**config.mk**
```make
export PLATFORM = sky130hd
export DESIGN_NAME = ex_muldiv_unit_flat
export DESIGN_NICKNAME = d
export VERILOG_FILES = /design/src/rtl/ex_muldiv_unit_pkg.sv /design/src/rtl/ex_muldiv_unit_if.sv /design/src/rtl/ex_muldiv_unit_datapath.sv /design/src/rtl/ex_muldiv_unit.sv /design/src/flat_wrapper.sv
export SDC_FILE = /design/constraint.sdc
export NUM_CORES = 1
export LEC_CHECK = 0
export BUFFER_PORTS_ARGS = -buffer_cell sky130_fd_sc_hd__buf_4
export CORE_ASPECT_RATIO = 1.5
export CORE_MARGIN = 3
export CORE_UTILIZATION = 29
export DETAILED_ROUTE_END_ITERATION = 12
export GPL_TIMING_DRIVEN = 1
export MAX_ROUTING_LAYER = met4
export PLACE_DENSITY = 0.56
export SLEW_MARGIN = 5
export SYNTH_ARGS = -nofsm -noshare
export SYNTH_HDL_FRONTEND = slang
export SYNTH_SLANG_ARGS = --single-unit
```
**constraint.sdc**
```tcl
create_clock -name clock -period 4.6 [get_ports clock]
set_input_delay 0.92 -clock clock [delete_from_list [all_inputs] [get_ports clock]]
set_output_delay 0.92 -clock clock [all_outputs]
set_load 0.01 [all_outputs]
```
**src/rtl/ex_muldiv_unit_pkg.sv**
```systemverilog
// Shared encodings and constants for the EX-stage iterative multiply/divide unit.
package ex_muldiv_unit_pkg;

    localparam int DEFAULT_WIDTH = 32;

    // Divide-by-zero leaves an all-ones quotient in LO.
    localparam logic [31:0] DIV0_LO = 32'hFFFFFFFF;

    typedef enum logic [1:0] {
        OP_MULT  = 2'b00,
        OP_MULTU = 2'b01,
        OP_DIV   = 2'b10,
        OP_DIVU  = 2'b11
    } op_e;

    typedef enum logic [1:0] {
        ST_IDLE,
        ST_CALC,
        ST_FIX
    } state_e;

    function automatic logic op_is_div(input op_e op);
        return (op == OP_DIV) || (op == OP_DIVU);
    endfunction

    function automatic logic op_is_signed(input op_e op);
        return (op == OP_MULT) || (op == OP_DIV);
    endfunction

endpackage

```
**src/rtl/ex_muldiv_unit_if.sv**
```systemverilog
// ID/EX-side bundle of the multiply/divide unit: operation request, MTHI/MTLO, HI/LO and hazard outputs.
interface ex_muldiv_unit_if #(parameter int WIDTH = 32);

    logic             start;
    logic [1:0]       op;
    logic [WIDTH-1:0] rs_val;
    logic [WIDTH-1:0] rt_val;
    logic             flush;
    logic             hilo_read;
    logic             hi_we;
    logic             lo_we;
    logic [WIDTH-1:0] wdata;
    logic [WIDTH-1:0] hi;
    logic [WIDTH-1:0] lo;
    logic             busy;
    logic             done;
    logic             stall;

    modport master (
        output start, op, rs_val, rt_val, flush, hilo_read, hi_we, lo_we, wdata,
        input  hi, lo, busy, done, stall
    );

    modport slave (
        input  start, op, rs_val, rt_val, flush, hilo_read, hi_we, lo_we, wdata,
        output hi, lo, busy, done, stall
    );

endinterface

```
**src/rtl/ex_muldiv_unit_datapath.sv**
```systemverilog
// Magnitude datapath: shift-add multiplier, restoring divider and sign-fix negators.
module muldiv_datapath
    import ex_muldiv_unit_pkg::*;
#(
    parameter int WIDTH = DEFAULT_WIDTH
) (
    input  logic             clock,
    input  logic             reset,
    input  logic             load_i,
    input  logic             step_i,
    input  op_e              op_i,
    input  logic [WIDTH-1:0] a_i,
    input  logic [WIDTH-1:0] b_i,
    output logic             div0_o,
    output logic [WIDTH-1:0] hi_o,
    output logic [WIDTH-1:0] lo_o
);

    logic               is_div, a_neg, b_neg;
    logic [WIDTH-1:0]   a_mag, b_mag;

    logic               div_q, neg_res_q, neg_rem_q;
    logic [WIDTH-1:0]   mcand_q, rem_q, quo_q;
    logic [2*WIDTH-1:0] prod_q;

    logic [WIDTH:0]     add_sum, shifted;
    logic               fits;
    logic [WIDTH-1:0]   rem_d, quo_d;
    logic [2*WIDTH-1:0] prod_d, prod_fix;
    logic [WIDTH-1:0]   quo_fix, rem_fix;

    assign is_div = op_is_div(op_i);
    assign a_neg  = op_is_signed(op_i) & a_i[WIDTH-1];
    assign b_neg  = op_is_signed(op_i) & b_i[WIDTH-1];
    assign a_mag  = a_neg ? -a_i : a_i;
    assign b_mag  = b_neg ? -b_i : b_i;
    assign div0_o = is_div & (b_i == '0);

    // One multiplier bit per step (LSB first); the carry lands in the top bit of the accumulator.
    assign add_sum = {1'b0, prod_q[2*WIDTH-1:WIDTH]} + (prod_q[0] ? {1'b0, mcand_q} : '0);
    assign prod_d  = {add_sum, prod_q[WIDTH-1:1]};

    // Restoring divide: the shifted partial remainder needs WIDTH+1 bits before the trial subtract.
    assign shifted = {rem_q, quo_q[WIDTH-1]};
    assign fits    = (shifted >= {1'b0, mcand_q});
    assign rem_d   = fits ? (shifted[WIDTH-1:0] - mcand_q) : shifted[WIDTH-1:0];
    assign quo_d   = {quo_q[WIDTH-2:0], fits};

    always_ff @(posedge clock or negedge reset) begin
        if (!reset) begin
            div_q     <= 1'b0;
            neg_res_q <= 1'b0;
            neg_rem_q <= 1'b0;
            mcand_q   <= '0;
            rem_q     <= '0;
            quo_q     <= '0;
            prod_q    <= '0;
        end else if (load_i) begin
            div_q     <= is_div;
            neg_res_q <= a_neg ^ b_neg;
            neg_rem_q <= a_neg;
            mcand_q   <= is_div ? b_mag : a_mag;
            prod_q    <= {{WIDTH{1'b0}}, b_mag};
            rem_q     <= '0;
            quo_q     <= a_mag;
            // A zero divisor preloads the raw dividend and all-ones quotient with no sign fix.
            if (div0_o) begin
                neg_res_q <= 1'b0;
                neg_rem_q <= 1'b0;
                rem_q     <= a_i;
                quo_q     <= WIDTH'(DIV0_LO);
            end
        end else if (step_i) begin
            if (div_q) begin
                rem_q <= rem_d;
                quo_q <= quo_d;
            end else begin
                prod_q <= prod_d;
            end
        end
    end

    assign prod_fix = neg_res_q ? -prod_q : prod_q;
    assign quo_fix  = neg_res_q ? -quo_q : quo_q;
    assign rem_fix  = neg_rem_q ? -rem_q : rem_q;

    assign hi_o = div_q ? rem_fix : prod_fix[2*WIDTH-1:WIDTH];
    assign lo_o = div_q ? quo_fix : prod_fix[WIDTH-1:0];

endmodule

```
**src/rtl/ex_muldiv_unit.sv**
```systemverilog
// EX-stage multiply/divide unit: sequencing FSM, HI/LO architectural registers and hazard stall.
module ex_muldiv_unit
    import ex_muldiv_unit_pkg::*;
#(
    parameter int WIDTH = DEFAULT_WIDTH,
    parameter int CNT_W = 6
) (
    input  logic           clock,
    input  logic           reset,
    ex_muldiv_unit_if.slave bus
);

    state_e           state_q;
    logic [CNT_W-1:0] cnt_q;
    logic             done_q;
    logic [WIDTH-1:0] hi_q, lo_q, hi_d, lo_d;

    logic             busy, accept, div0;
    logic [WIDTH-1:0] res_hi, res_lo;

    assign busy   = (state_q != ST_IDLE);
    assign accept = (state_q == ST_IDLE) & bus.start & ~bus.flush;

    muldiv_datapath #(.WIDTH(WIDTH)) u_datapath (
        .clock  (clock),
        .reset  (reset),
        .load_i (accept),
        .step_i (state_q == ST_CALC),
        .op_i   (op_e'(bus.op)),
        .a_i    (bus.rs_val),
        .b_i    (bus.rt_val),
        .div0_o (div0),
        .hi_o   (res_hi),
        .lo_o   (res_lo)
    );

    always_ff @(posedge clock or negedge reset) begin
        if (!reset) begin
            state_q <= ST_IDLE;
            cnt_q   <= '0;
            done_q  <= 1'b0;
        end else begin
            done_q <= 1'b0;
            case (state_q)
                ST_IDLE: begin
                    if (accept) begin
                        cnt_q   <= '0;
                        state_q <= div0 ? ST_FIX : ST_CALC;
                    end
                end
                ST_CALC: begin
                    cnt_q <= cnt_q + 1'b1;
                    if (cnt_q == CNT_W'(WIDTH - 1)) begin
                        state_q <= ST_FIX;
                    end
                end
                ST_FIX: begin
                    state_q <= ST_IDLE;
                    done_q  <= 1'b1;
                end
                default: state_q <= ST_IDLE;
            endcase
        end
    end

    // MTHI/MTLO only land while idle; a result write in FIX always wins.
    always_comb begin
        hi_d = hi_q;
        lo_d = lo_q;
        if (state_q == ST_FIX) begin
            hi_d = res_hi;
            lo_d = res_lo;
        end else if (state_q == ST_IDLE) begin
            if (bus.hi_we) hi_d = bus.wdata;
            if (bus.lo_we) lo_d = bus.wdata;
        end
    end

    always_ff @(posedge clock or negedge reset) begin
        if (!reset) begin
            hi_q <= '0;
            lo_q <= '0;
        end else begin
            hi_q <= hi_d;
            lo_q <= lo_d;
        end
    end

    assign bus.hi    = hi_q;
    assign bus.lo    = lo_q;
    assign bus.busy  = busy;
    assign bus.done  = done_q;
    assign bus.stall = busy & (bus.start | bus.hilo_read | bus.hi_we | bus.lo_we);

endmodule

```
**src/flat_wrapper.sv**
```systemverilog
// flat-port wrapper written by rule: the top's interface ports become plain ports
module ex_muldiv_unit_flat import ex_muldiv_unit_pkg::*;
#(
    parameter int WIDTH = DEFAULT_WIDTH,
    parameter int CNT_W = 6
)
  (clock, reset, bus_start, bus_op, bus_rs_val, bus_rt_val, bus_flush, bus_hilo_read, bus_hi_we, bus_lo_we, bus_wdata, bus_hi, bus_lo, bus_busy, bus_done, bus_stall);
  ex_muldiv_unit_if #(.WIDTH(WIDTH)) bus_i ();
  input  logic clock;
  input  logic reset;
  input wire logic [$bits(bus_i.start)-1:0] bus_start;
  input wire logic [$bits(bus_i.op)-1:0] bus_op;
  input wire logic [$bits(bus_i.rs_val)-1:0] bus_rs_val;
  input wire logic [$bits(bus_i.rt_val)-1:0] bus_rt_val;
  input wire logic [$bits(bus_i.flush)-1:0] bus_flush;
  input wire logic [$bits(bus_i.hilo_read)-1:0] bus_hilo_read;
  input wire logic [$bits(bus_i.hi_we)-1:0] bus_hi_we;
  input wire logic [$bits(bus_i.lo_we)-1:0] bus_lo_we;
  input wire logic [$bits(bus_i.wdata)-1:0] bus_wdata;
  output wire logic [$bits(bus_i.hi)-1:0] bus_hi;
  output wire logic [$bits(bus_i.lo)-1:0] bus_lo;
  output wire logic [$bits(bus_i.busy)-1:0] bus_busy;
  output wire logic [$bits(bus_i.done)-1:0] bus_done;
  output wire logic [$bits(bus_i.stall)-1:0] bus_stall;
  assign bus_i.start = bus_start;
  assign bus_i.op = bus_op;
  assign bus_i.rs_val = bus_rs_val;
  assign bus_i.rt_val = bus_rt_val;
  assign bus_i.flush = bus_flush;
  assign bus_i.hilo_read = bus_hilo_read;
  assign bus_i.hi_we = bus_hi_we;
  assign bus_i.lo_we = bus_lo_we;
  assign bus_i.wdata = bus_wdata;
  assign bus_hi = bus_i.hi;
  assign bus_lo = bus_i.lo;
  assign bus_busy = bus_i.busy;
  assign bus_done = bus_i.done;
  assign bus_stall = bus_i.stall;
  ex_muldiv_unit #(.WIDTH(WIDTH), .CNT_W(CNT_W)) u_core (.clock(clock), .reset(reset), .bus(bus_i));
endmodule
```
# Word-level counts from Yosys, hierarchy flattened
# Cells that the tools add are included.
# word_totals
register_bits,236
in_bits,105
out_inout_bits,67
word_cells,94
# classes
addsub,8
n_lt_le_gt_ge,1
n_eq_ne,8
mux,36
bitwise,11
reduce_logical,18
# op_table
operator,count
two-way mux 32 bit,23
two-way mux 64 bit,4
negator 32 bit,4
negator 64 bit,1
adder 32 x 32 -> 33 bit,1
>= comparator 33 x 32 -> 1 bit,1
zero test 32 bit,1
subtractor 32 bit,1
nonzero test 2 bit,7
case mux 6 bit (2 select lines),1
AND reduction 2 bit,6
adder 6 x 1 -> 6 bit (second input constant),1
AND 1 bit,6
== test 2 bit (second input constant),3
== test 6 x 5 -> 1 bit (second input constant),1
two-way mux 2 bit,3
two-way mux 6 bit,1
inequality test 2 x 1 -> 1 bit (second input constant),3
zero test 2 bit,2
case mux 2 bit (2 select lines),1
two-way mux 1 bit,3
bitwise OR 1 bit,3
== test 2 x 1 -> 1 bit (second input constant),1
logical OR 1 bit,2
other kinds (2),2

# Logic depth before layout (Yosys ltp)
# logic_depth
word_depth,6
ltp_mapped,14
depth_no_buf,13

# Modules after synthesis
# Synthesis repeated with hierarchy kept, for this count alone.
# hier_totals
cells_unflattened,2354
area_unflattened_um2,18888.1
# by_module_without_submodules
module,instances,cells_each,area_per_inst_um2,seq_area_each_um2
muldiv_datapath,1,2036,15486.1,4078.9
ex_muldiv_unit,1,318,3402.0,1826.8

# Least setup slack after synthesis
# No wires, ideal clock.
# synth_path
kind,register -> register
from,reg u_core.u_datapath.prod_q[0]
to,reg u_core.u_datapath.prod_q[61]
setup_ps,133
t_arrival_ps,3184
required_time_ps,4467
setup_slack_ps,1282
stages_incl_launch_ff,14
path_buffers,1
synth_period_minus_slack_ps,3318
path_cell_list,dfrtp_1 inv_1 clkbuf_1 nor2_1 fa_1 a211oi_1 o21ai_0 a31o_2 a211o_1 a221oi_1 o21ai_0 a21oi_1 xor2_1 o21ai_0
# synth_via
elab_chain_len,5
# synth_rtl
element,line,source
start: declaration,ex_muldiv_unit_datapath.sv:24,logic [2*WIDTH-1:0] prod_q;
start signal: assignment,ex_muldiv_unit_datapath.sv:63,"prod_q <= {{WIDTH{1'b0}}, b_mag};"
start signal: assignment,ex_muldiv_unit_datapath.sv:78,prod_q <= prod_d;
two-way mux 32 bit,ex_muldiv_unit_datapath.sv:40,"assign add_sum = {1'b0, prod_q[2*WIDTH-1:WIDTH]} + (prod_q[0] ? {1'b0, mcand_q} : '0);"
adder 32 x 32 -> 33 bit,ex_muldiv_unit_datapath.sv:40,
two-way mux 64 bit,ex_muldiv_unit_datapath.sv:74,if (div_q) begin
two-way mux 64 bit,ex_muldiv_unit_datapath.sv:73,end else if (step_i) begin
two-way mux 64 bit,ex_muldiv_unit_datapath.sv:58,end else if (load_i) begin
# Every way passes these cells. The select of a mux whose other input is x is not followed.
# A chain may end at the register's enable or synchronous reset.

# Final worst setup path
# layout_path
from,reg u_core.u_datapath.quo_q[31]
to,reg u_core.u_datapath.rem_q[30]
# layout_via
elab_chain_len,5
word_cells_on_any_way,6
classes_between,1 x add/sub; 1 x order compare; 4 x mux
# layout_rtl
element,line,source
start: declaration,ex_muldiv_unit_datapath.sv:23,"logic [WIDTH-1:0] mcand_q, rem_q, quo_q;"
start signal: assignment,ex_muldiv_unit_datapath.sv:65,quo_q <= a_mag;
start signal: assignment,ex_muldiv_unit_datapath.sv:71,quo_q <= WIDTH'(DIV0_LO);
start signal: assignment,ex_muldiv_unit_datapath.sv:76,quo_q <= quo_d;
subtractor 32 bit or >= comparator 33 x 32 -> 1 bit (tied branches),"ex_muldiv_unit_datapath.sv:46, ex_muldiv_unit_datapath.sv:45",
two-way mux 32 bit (*),ex_muldiv_unit_datapath.sv:46,assign rem_d = fits ? (shifted[WIDTH-1:0] - mcand_q) : shifted[WIDTH-1:0];
two-way mux 32 bit (*),ex_muldiv_unit_datapath.sv:74,
two-way mux 32 bit (*),ex_muldiv_unit_datapath.sv:73,
two-way mux 32 bit (*),ex_muldiv_unit_datapath.sv:58,
end signal: assignment,ex_muldiv_unit_datapath.sv:70,rem_q <= a_i;
end signal: assignment,ex_muldiv_unit_datapath.sv:75,rem_q <= rem_d;
end: declaration,ex_muldiv_unit_datapath.sv:23,
# Every way passes the cells marked *; elsewhere a longest branch is shown, timed or not. The select of a mux whose other input is x is not followed.

==> out/qor.yml <==
outcome:
  status: "completed"
routing:
  drc: 0
  drtAntennaViolNets: 0
  dr_total_vias: 18300
  drt_iter0_drc: 1716
  routed_wl_um: 78100
  drtPass1Iterations: 6
  wl_per_cell_um: 24.4
  vias_per_cell: 5.74
critical_path:
  reg2regPathDepth: 13
  worstSetupEndpointType: "flop"
  r2r-end: "u_core.u_datapath.rem_q[30]"
  crit_fanout: 4
  path_class: "reg -> reg"
  ff2ff_setup_slack_ns: 0.57
  critPathLaunchType: "flop"
  critPathRequiredTime_ns: 5.08
  r2r-start: "u_core.u_datapath.quo_q[31]"
  crit_arrival_ns: 4.51
cts:
  clock_sinks: 236
  cts_hold_buf: 0
  htree_levels: 1
  post_cts_buffers: 0
  cts_buffer_depth: 3
  cts-root-buf: "clkbuf_16"
  cts_resized: 0
  clk_pin_slew_ns: 0.07
  insertion_delay_ns: 0.56
  numCtsBuffers: 27
  cts_tree: "built"
finish:
  drive_gt1_share_pct: 12.7
  final_cells: 3194
  syn_to_final_growth_pct: 16.8
  fillers: 6514
  final_cell_mix: "292 x nand2_1, 251 x o21ai_0, 234 x dfrtp_1, 211 x buf_4, 159 x nor2_1"
  seqCellArea_sq_um: 5910
  fin_nets: 2553
  multi_input_area_sq_um: 11600
  fin_util_pct: 34.3
  layout_commonest_cell: "nand2_1"
  antenna_cells: 0
flow_run:
  cap_viol_max_count: 0
global_route:
  grt_pass1_vias: 17700
  grt.overflow.total: 0
  grt_pass1_wl_um: 115000
  grt_usage_pct: 23.4
  grt_max_degree: 102
  grt_antenna_before_repair: 1
synthesis:
  ys_ff_latch: 236
  synth-edff-count: 0
  syn_area_sq_um: 18300
  synth_nets: 2447
  ys_types: 79
  async_flop_share_pct: 100
  synth_cells: 2270
  synth_ff_type: "dfrtp_1"
  synth_area_per_cell_sq_um: 8.06
  synth_warnings: 0
  seq_area_frac_synth_pct: 32.3
die:
  dieArea_sq_um: 66200
  chipHeight_um: 314
  rows: 112
  coreArea_sq_um: 62400
  die_w_um: 211
  io_pins: 172
  start_util_pct: 29.3
place:
  port-buffer-count: 171
  place_inst: 3145
  gp_congestion: 0.972
  place_hpwl_um: 62100
timing:
  fin_setup_tns_ns: 0
  clock_skew_ns: 0.0212
  min_period_ns: 4.03
  whs_ns: 0.339
  fmax_ghz: 0.248
  tightestPinTransition_ns: 1.05
  slew_headroom_pct: 29.7
  hold_violations: 0
  finalCritPeriodShare_pct: 87.5
  setup_violations: 0
  report.final.slew_viol_count: 0
  rsz0062_at_grt: "no"
pwr:
  power.total_w: 0.0161
  vdd_drop_max_mv: 0.314
  leakagePower_nw: 8.94
  p_per_area_nw_per_um2: 754
min_path:
  hp-class: "in -> async"
==> sequential cells by signal, summed over array words and instances, names as in the netlist <==
register and cells:
u_core.u_datapath.rem_q 32, u_core.u_datapath.prod_q 64, u_core.u_datapath.div_q 1, u_core.u_datapath.mcand_q 32, u_core.bus.hi 32, u_core.state_q 2
u_core.u_datapath.neg_rem_q 1, u_core.bus.lo 32, u_core.u_datapath.neg_res_q 1, u_core.u_datapath.quo_q 32, u_core.bus.done 1, u_core.cnt_q 6
==> per-stage QoR <==
stage | setup slack, ns | cell area (sq um)
after floorplan | 1.28 | 18300
after global placement | 0.769 | 20400
after detailed placement | 0.641 | 20400
after CTS | 0.612 | 21400
after global routing | 0.463 | 21400
final | 0.574 | 21400
==> where the power goes <==
part | internal (W) | switching [W] | total, W | leakage [nW]
clock | 0.00137 | 0.000965 | 0.00233 | 0.457
sequential | 0.00306 | 0.00145 | 0.00450 | 2.91
combinational | 0.00370 | 0.00556 | 0.00926 | 5.57
==> area by class of cell <==
| type | count | area share, % |
|---|---|---|
| clock buffers | 36 | 3.51 |
| flip-flops and latches | 236 | 27.7 |
| inverters | 73 | 1.28 |
| multi-input cells | 1823 | 54.3 |
| clock inverters | 13 | 0.814 |
| repair buffers | 215 | 7.77 |
| well taps | 798 | 4.67 |
==> worst max-delay path by stage <==
| stage | start | endpoint | depth (start not counted) |
|---|---|---|---|
| floorplan | u_core.u_datapath.prod_q[0] | u_core.u_datapath.prod_q[61] | 13 |
| global placement | bus_rs_val[0] | u_core.u_datapath.mcand_q[26] | 11 |
| detailed placement | u_core.u_datapath.quo_q[31] | u_core.u_datapath.rem_q[30] | 13 |
| CTS | u_core.u_datapath.quo_q[31] | u_core.u_datapath.rem_q[30] | 13 |
| global route | u_core.u_datapath.quo_q[31] | u_core.u_datapath.rem_q[30] | 13 |
| finish | u_core.u_datapath.quo_q[31] | u_core.u_datapath.rem_q[30] | 13 |
==> worst max-delay path: stages, from the launching register on <==
cell and delay [ns]:
dfrtp_1 0.44, inv_1 0.08, ha_1 0.16, inv_1 0.06
fa_1 0.42, a211oi_1 0.35, o21a_1 0.20, o21ai_0 0.20
a211o_1 0.36, a21boi_0 0.54, o221ai_1 0.26, a221oi_1 0.40
mux2_2 0.38, nor2_1 0.09
==> cell families after synthesis <==
logic type / share of synthesized area (%)
AO/OA/AOI/OAI: 27.5
XOR/XNOR: 11.1
adder cells (fa/ha/maj): 5.01
buffers and inverters: 4.45
flip-flops: 32.3
multiplexers: 1.45
AND/OR/NAND/NOR: 18.3
==> per-layer routing <==
layer / vias up / global-route usage (%) / share of wire (%)
met5: - / - / 0
met4: 0 / 11.5 / 5.8
met3: 144 / 1.90 / 5.3
met2: 708 / 37.9 / 47
met1: 9013 / 29.6 / 42
li1: 8466 / - / -
==> Yosys cell counts (8+ instances only) <==
cell type	instances	area share, %
a211oi_1	28	1.1
o21ai_0	251	6.9
a32oi_1	19	0.91
nand2b_1	25	0.86
o21a_1	13	0.53
or3_1	32	1.1
ha_1	70	4.8
mux2i_1	22	1.2
a221oi_1	10	0.48
a21o_1	28	1.1
and2_1	8	0.27
clkbuf_1	115	2.4
nor2_1	161	3.3
xor2_1	109	5.2
o21bai_1	10	0.41
a22oi_1	36	1.5
or2_2	10	0.34
o211ai_1	33	1.4
or4_1	21	0.86
nor3_1	58	1.6
xnor2_1	122	5.8
o41ai_1	23	1.1
buf_1	12	0.25
nand4_1	12	0.41
nand2_1	292	6.0
o221ai_1	18	0.86
nor4_1	9	0.31
inv_1	73	1.5
buf_2	8	0.22
nand3_1	27	0.74
a31oi_1	48	1.6
a21oi_1	149	4.1
nor2b_1	12	0.41
o31ai_1	48	2.0
a211o_1	9	0.43
and3_1	16	0.55
dfrtp_1	236	32
Power figures use the tool's default switching activity.
